[src/rtl/seq_shifter.sv]
// seq_shifter
//   Multi-cycle 32-bit shift unit for the ALU shift instructions (SLL, SRL, SRA).
//   Each SHIFT cycle applies one stage: a coarse step of COARSE_STEP bits while
//   the remaining count allows it, otherwise a 1-bit fine step.
//
//   Optional feature macro: SHIFT_ROTATE_EN
//     defined     : op 11 = ROR (bits leaving bit 0 re-enter at bit 31)
//     not defined : op 11 behaves exactly as SRL, no rotate logic
//
// Ports
//   clk      in   1   clock, rising edge
//   reset_n  in   1   synchronous active-low reset
//   start    in   1   request, accepted in IDLE or DONE
//   op       in   2   00 SLL, 01 SRL, 10 SRA, 11 ROR/SRL
//   shamt    in   5   shift amount 0..31
//   data_in  in  32   operand
//   busy     out  1   high while shifting
//   done     out  1   one-cycle pulse, result valid
//   result   out 32   shifted value, held until next accepted start
//
// Parameter
//   COARSE_STEP  bits per coarse step, power of two in 2..16 (default 8)
//
// state | meaning
// ------+--------------------------------------------------------------
// IDLE  | waiting for start
// SHIFT | one shift stage per edge until the remaining count reaches 0
// DONE  | result valid for one cycle; a new start may be accepted here

module seq_shifter #(
   parameter int COARSE_STEP = 8
) (
   input  logic        clk,
   input  logic        reset_n,
   input  logic        start,
   input  logic [1:0]  op,
   input  logic [4:0]  shamt,
   input  logic [31:0] data_in,
   output logic        busy,
   output logic        done,
   output logic [31:0] result
);

   typedef enum logic [1:0] {
      IDLE  = 2'd0,
      SHIFT = 2'd1,
      DONE  = 2'd2
   } state_t;

   localparam logic [4:0] STEP_C = 5'(COARSE_STEP);

   state_t      state;
   logic [31:0] work;
   logic [4:0]  cnt;
   logic [1:0]  op_q;
   logic        sign_q;

   logic                   coarse;
   logic [4:0]             step;
   logic                   fill;
   logic [COARSE_STEP-1:0] fill_c;
   logic                   fill_f;
   logic [31:0]            next_work;

   always_comb begin
      coarse = (cnt >= STEP_C);
      step   = coarse ? STEP_C : 5'd1;
      // only SRA fills from the left with something other than zero
      fill   = (op_q == 2'b10) & sign_q;
`ifdef SHIFT_ROTATE_EN
      fill_c = (op_q == 2'b11) ? work[COARSE_STEP-1:0] : {COARSE_STEP{fill}};
      fill_f = (op_q == 2'b11) ? work[0] : fill;
`else
      fill_c = {COARSE_STEP{fill}};
      fill_f = fill;
`endif
      if (op_q == 2'b00) begin
         next_work = coarse ? (work << COARSE_STEP) : {work[30:0], 1'b0};
      end else begin
         next_work = coarse ? {fill_c, work[31:COARSE_STEP]} : {fill_f, work[31:1]};
      end
   end

   always_ff @(posedge clk) begin
      if (!reset_n) begin
         state  <= IDLE;
         work   <= 32'h0;
         cnt    <= 5'd0;
         op_q   <= 2'b00;
         sign_q <= 1'b0;
         busy   <= 1'b0;
         done   <= 1'b0;
      end else begin
         case (state)
            IDLE, DONE: begin
               if (start) begin
                  work   <= data_in;
                  cnt    <= shamt;
                  op_q   <= op;
                  sign_q <= data_in[31];
                  if (shamt == 5'd0) begin
                     state <= DONE;
                     busy  <= 1'b0;
                     done  <= 1'b1;
                  end else begin
                     state <= SHIFT;
                     busy  <= 1'b1;
                     done  <= 1'b0;
                  end
               end else begin
                  state <= IDLE;
                  busy  <= 1'b0;
                  done  <= 1'b0;
               end
            end
            SHIFT: begin
               work <= next_work;
               cnt  <= cnt - step;
               if (cnt == step) begin
                  state <= DONE;
                  busy  <= 1'b0;
                  done  <= 1'b1;
               end else begin
                  busy  <= 1'b1;
                  done  <= 1'b0;
               end
            end
            default: begin
               state <= IDLE;
               busy  <= 1'b0;
               done  <= 1'b0;
            end
         endcase
      end
   end

   assign result = work;

endmodule

[config.mk]
export PLATFORM = sky130hd
export DESIGN_NAME = seq_shifter
export DESIGN_NICKNAME = d
export VERILOG_FILES = /design/src/rtl/seq_shifter.sv
export SDC_FILE = /design/constraint.sdc
export NUM_CORES = 1
export LEC_CHECK = 0
export ABC_AREA = 1
export CELL_PAD_IN_SITES_DETAIL_PLACEMENT = 1
export CELL_PAD_IN_SITES_GLOBAL_PLACEMENT = 1
export CORE_MARGIN = 5
export CORE_UTILIZATION = 30
export DETAILED_ROUTE_END_ITERATION = 12
export PLACE_DENSITY_LB_ADDON = 0.25
export SYNTH_ARGS = -nofsm -noshare
export SYNTH_HDL_FRONTEND = slang
export SYNTH_SLANG_ARGS = --single-unit
[constraint.sdc]
create_clock -name clk -period 1.4 [get_ports clk]
set_clock_uncertainty 0.15 [all_clocks]
set_input_delay 0.35 -clock clk [delete_from_list [all_inputs] [get_ports clk]]
set_output_delay 0.35 -clock clk [all_outputs]
set_load 0.1 [all_outputs]
* Word level (Yosys, flattened, before mapping)
Index checks and enable logic that the tools add are counted.
** Word-level totals
- Register bits :: 44
- Bits of input ports :: 42
- Output and inout port bits :: 34
- Logic and storage cells :: 43
** Operators by class
- Add/sub/neg operators :: 1
- $lt $le $gt $ge :: 1
- Equal/unequal tests :: 6
- Mux-type cells :: 20
- Bitwise operators :: 1
- Reductions and logical operators :: 7
** Operators with widths (number)
- $mux W32 :: 3
- $pmux W32 S2 :: 1
- $mux W31 :: 1
- $pmux W5 S2 :: 1
- $mux W1 :: 6
- $mux W2 :: 3
- $eq A5 B4 Y1 :: 1
- $ge A5 B4 Y1 const B :: 1
- $logic_not A5 Y1 :: 1
- $mux W5 :: 1
- $sub A5 B4 Y5 :: 1
- $eq A2 B2 Y1 const B :: 2
- $logic_not A2 Y1 :: 2
- $mux W4 :: 1
- $ne A2 B2 Y1 const B :: 2
- $pmux W1 S2 :: 2
- $pmux W2 S2 :: 1
- $reduce_and A2 Y1 :: 2
- $eq A2 B1 Y1 const B :: 1
- $reduce_bool A2 Y1 :: 1
- $reduce_or A2 Y1 :: 1
- $and A1 B1 Y1 :: 1

* Logic depth before layout (Yosys ltp)
- Depth in word-level cells :: 5
- Mapped depth :: 10
- Gate-level depth less buffers :: 10

* Least setup slack after synthesis
Ideal clock, no wire load.
- Kind :: register -> register
- From :: register work[9] (netlist: result[9])
- To :: register work[1] (netlist: result[1])
- Setup time :: 0.070 ns
- Arrival :: 1.543 ns
- Slack :: -0.363 ns
- Cell stages (with the launch flop) :: 7
- Period minus slack after synthesis :: 1.763 ns
- Path through :: dfxtp_1 > o21ai_0 > nand2_1 > nand2_1 > nand2_1 > nand2_1 > a21oi_1
** Between the ends
- Cells in the longest elaborated chain, start to end :: 3
** Ends and longest elaborated chain
- start, declared :: RTL line 53 : logic [31:0] work;
- start signal, assigned :: RTL line 97 : work <= data_in;
- start signal, assigned :: RTL line 117 : work <= next_work;
- $mux W31 :: RTL line 80 : next_work = coarse ? {fill_c, work[31:COARSE_STEP]} : {fill_f, work[31:1]};
- $mux W32 :: RTL line 77 : if (op_q == 2'b00) begin
- $pmux W32 S2 :: RTL line 94 : case (state)
Every way passes these cells.
A chain may end at the register's enable or synchronous reset.

* Worst setup path in the final report
- From :: register cnt[4]
- To :: register work[5] (netlist: result[5])
** Between the ends
- Cells in the longest elaborated chain, start to end :: 4
- Elaborated cells between the ends (all ways) :: 5
** Ends and longest elaborated chain
- start, declared :: RTL line 54 : logic [4:0] cnt;
- start signal, assigned :: RTL line 98 : cnt <= shamt;
- start signal, assigned :: RTL line 118 : cnt <= cnt - step;
- $ge A5 B4 Y1 * :: RTL line 66 : coarse = (cnt >= STEP_C);
- $mux W31 or $mux W32 (tied branches) :: RTL line 80, 78
- $mux W32 * :: RTL line 77
- $pmux W32 S2 * :: RTL line 94
Every way passes the cells marked *; elsewhere a longest branch is shown, timed or not.

==> flow_summary_export.csv <==
group,metric,value,unit
logic_synthesis,syn-num-nets,500,
floorplanning,die_x,106.9,um
setup_path,crit_required,1.49,ns
route,vias,3625,
logic_synthesis,synthesis.area,2814,sq um
sta,min_period,1.510,ns
clocking,cts_tree,"done",
sta,setup_tns,-1.472,ns
final_layout,n_fill_cell,1116,
sta,timing.hold.ws,0.3399,ns
route,antenna_left,0,
sta,setup_slack,-0.1095,ns
logic_synthesis,ys.flop_type,"dfxtp_1",
global_routing,antenna_found_initial,0,
route,drt-total-wl,13340,um
power_and_ir_drop,powerDensity,1263,nW/um^2
route,routedWlPerCell,19.34,um
logic_synthesis,synth-edff-count,0,
sta,setup_viol,30,
logic_synthesis,synth_top_area_share,0.3130,
route,drt_iter0_drc,188,
setup_path,ff2ff_setup_slack,-0.11,ns
final_layout,drive_above_1_share,0.3627,
floorplanning,die_area,11420,sq um
setup_path,critPathCaptureType,"flop",
floorplanning,rows,35,
setup_path,critical_path_class,"flop to flop",
global_routing,grt_remaining_overflow,0,
outcome,run_status,"complete, but fails checks",
clocking,cts_inserted_buffers,5,
logic_synthesis,yosys-top-cells-area,"dfxtp_1 (31%), nand2_1 (18%), o21ai_0 (15%)",
final_layout,area_growth,81.90,%
global_routing,grt_max_degree,34,
clocking,cts_sinks,44,
logic_synthesis,synth_seq_cells,44,
logic_synthesis,synth.most_common_cell,"nand2_1",
power_and_ir_drop,total_power,6.467,mW
sta,slew_headroom,0.7873,
logic_synthesis,synthArstFlopShare,0,
sta,post-route-period-util,1.078,
clocking,root_buffer,"clkbuf_8",
final_layout,multi_input_area,1818,sq um
global_routing,track_usage,0.2052,
power_and_ir_drop,irDropWorstVdd,589.9,uV
route,dr.pass1.iters,4,
floorplanning,start_util,0.3060,
final_layout,final_area,5119,sq um
logic_synthesis,yosys_warnings,0,
final_layout,fin_nets,621,
route,viasPerCell,5.254,
placement,dp_hpwl,8758,um
final_layout,regArea,985.9,sq um
clocking,cts_hold_buf,0,
floorplanning,ios,76,
clocking,path_clk_slew,0.10,ns
outcome,violations,"negative setup slack",
run,cap_viol_max_count,0,
sta,drv_slew,0,
final_layout,post-route-util,0.5566,
floorplanning,die_h,106.9,um
placement,portBuffers,75,
final_layout,fin_cells,690,
clocking,htree_levels,2,
setup_path,critPathMaxFanout,10,
sta,fmax,662.5,MHz
placement,dpl.cell_count,658,
setup_path,critPathLaunchType,"flop",
placement,placed_area,4374,sq um
setup_path,crit_arrival,1.60,ns
route,drc,0,
floorplanning,coreArea,9196,sq um
final_layout,diodes,0,
placement,place.gp.congestion,0.8703,
placement,dp_slack,-0.5165,ns
global_routing,first_global_vias,3696,
logic_synthesis,synth.distinct_cells,27,
logic_synthesis,ys_seq_area_frac,0.3130,
global_routing,grt_pass1_wl,18800,um
clocking,insertion_delay,0.31,ns
clocking,cts.path.max_buffers,2,
hold_path,min_path_type,"flop to flop",
sta,hold_violations,0,
logic_synthesis,synth_top_area_cell,"dfxtp_1",
sta,tightestPinTransition,0.3185,ns
logic_synthesis,syn_area_per_cell,6.157,sq um
power_and_ir_drop,p_leak,2.314,nW
logic_synthesis,netlist_instances,457,
sta,rsz0062_at_grt,"yes",
logic_synthesis,synth_common_cells,"nand2_1 (138), o21ai_0 (83), nand3_1 (51)",
critical path, stage by stage (launching register included):
cell,delay [ns]
dfxtp_4,0.39
nor2_4,0.13
buf_4,0.17
buf_12,0.13
nand2_1,0.08
o21ai_0,0.10
nand2_1,0.12
a21oi_1,0.17
power breakdown:
| group | leakage [nW] | internal (mW) | switching (mW) |
|---|---|---|---|
| clock | 0.0552 | 0.531 | 0.482 |
| sequential | 0.384 | 1.45 | 0.256 |
| combinational | 1.87 | 1.55 | 2.19 |
flip-flops by register name, indices dropped and copies added (netlist names):
| register | count |
|---|---|
| busy | 1 |
| cnt | 5 |
| done | 1 |
| op_q | 2 |
| result | 32 |
| sign_q | 1 |
| state | 2 |
placed cells by master, fill, tap and decap left out, drive strengths merged:
cell           netlist  final
nor3                 1      1
bufinv               0      1
o21ai               85     85
o21a                 6      6
dfxtp               44     44
a21oi               23     23
nor2                18     18
buf                 16     93
clkdlybuf4s50        0     39
clkinvlp             0      1
xor2                 1      1
ha                   1      1
dlygate4sd2          0      1
nand3               51     51
o22ai                1      1
or2                  9      9
dlymetal6s2s         0      1
o211ai               2      2
inv                 48     47
nand2              141    141
clkinv               0      1
clkbuf              10     12
layer usage:
metal  up-vias  routed length, um  part of all wire  global-route usage
li1       1734                  -                 -                   -
met1      1784               5622              0.42              0.2490
met2        92               6960              0.52              0.3835
met3        15                565             0.042             0.02830
met4         0                192             0.014             0.04201
met5         -                  0                 0                   0
repair_timing:
item / in CTS / in global routing
gates resized for setup: 36 / 81
hold endpoints to repair: 0 / 0
pin swaps: 10 / 20
gates cloned: 1 / 6
setup endpoints to repair: 50 / 62
setup buffers: 5 / 15
worst paths after layout:
path	from	depth (start not counted)	end
min reg2reg	sign_q$_SDFFE_PN0P_	2	sign_q$_SDFFE_PN0P_
max	cnt[4]$_SDFFE_PN0P_	7	result[5]$_SDFFE_PN0P_
min	sign_q$_SDFFE_PN0P_	2	sign_q$_SDFFE_PN0P_
max reg2reg	cnt[4]$_SDFFE_PN0P_	7	result[5]$_SDFFE_PN0P_
area by class of cell:
class	instances	area share
Timing Repair Buffer	140	0.3667
Multi-Input combinational cell	339	0.3552
Sequential cell	44	0.1926
Inverter	48	0.03740
Tap cell	111	0.02713
Clock buffer	6	0.01418
Clock inverter	2	0.006844
logic make-up after synthesis:
| kind of cell | after synthesis | share of synthesized area |
|---|---|---|
| xor+xnor | 1 | 0.003113 |
| flops | 44 | 0.3130 |
| buf+inv | 74 | 0.1178 |
| simple gates | 220 | 0.3459 |
| compound gates | 117 | 0.2157 |
| fa+ha+maj | 1 | 0.004446 |
No activity file was read; power rests on OpenSTA's default activity.
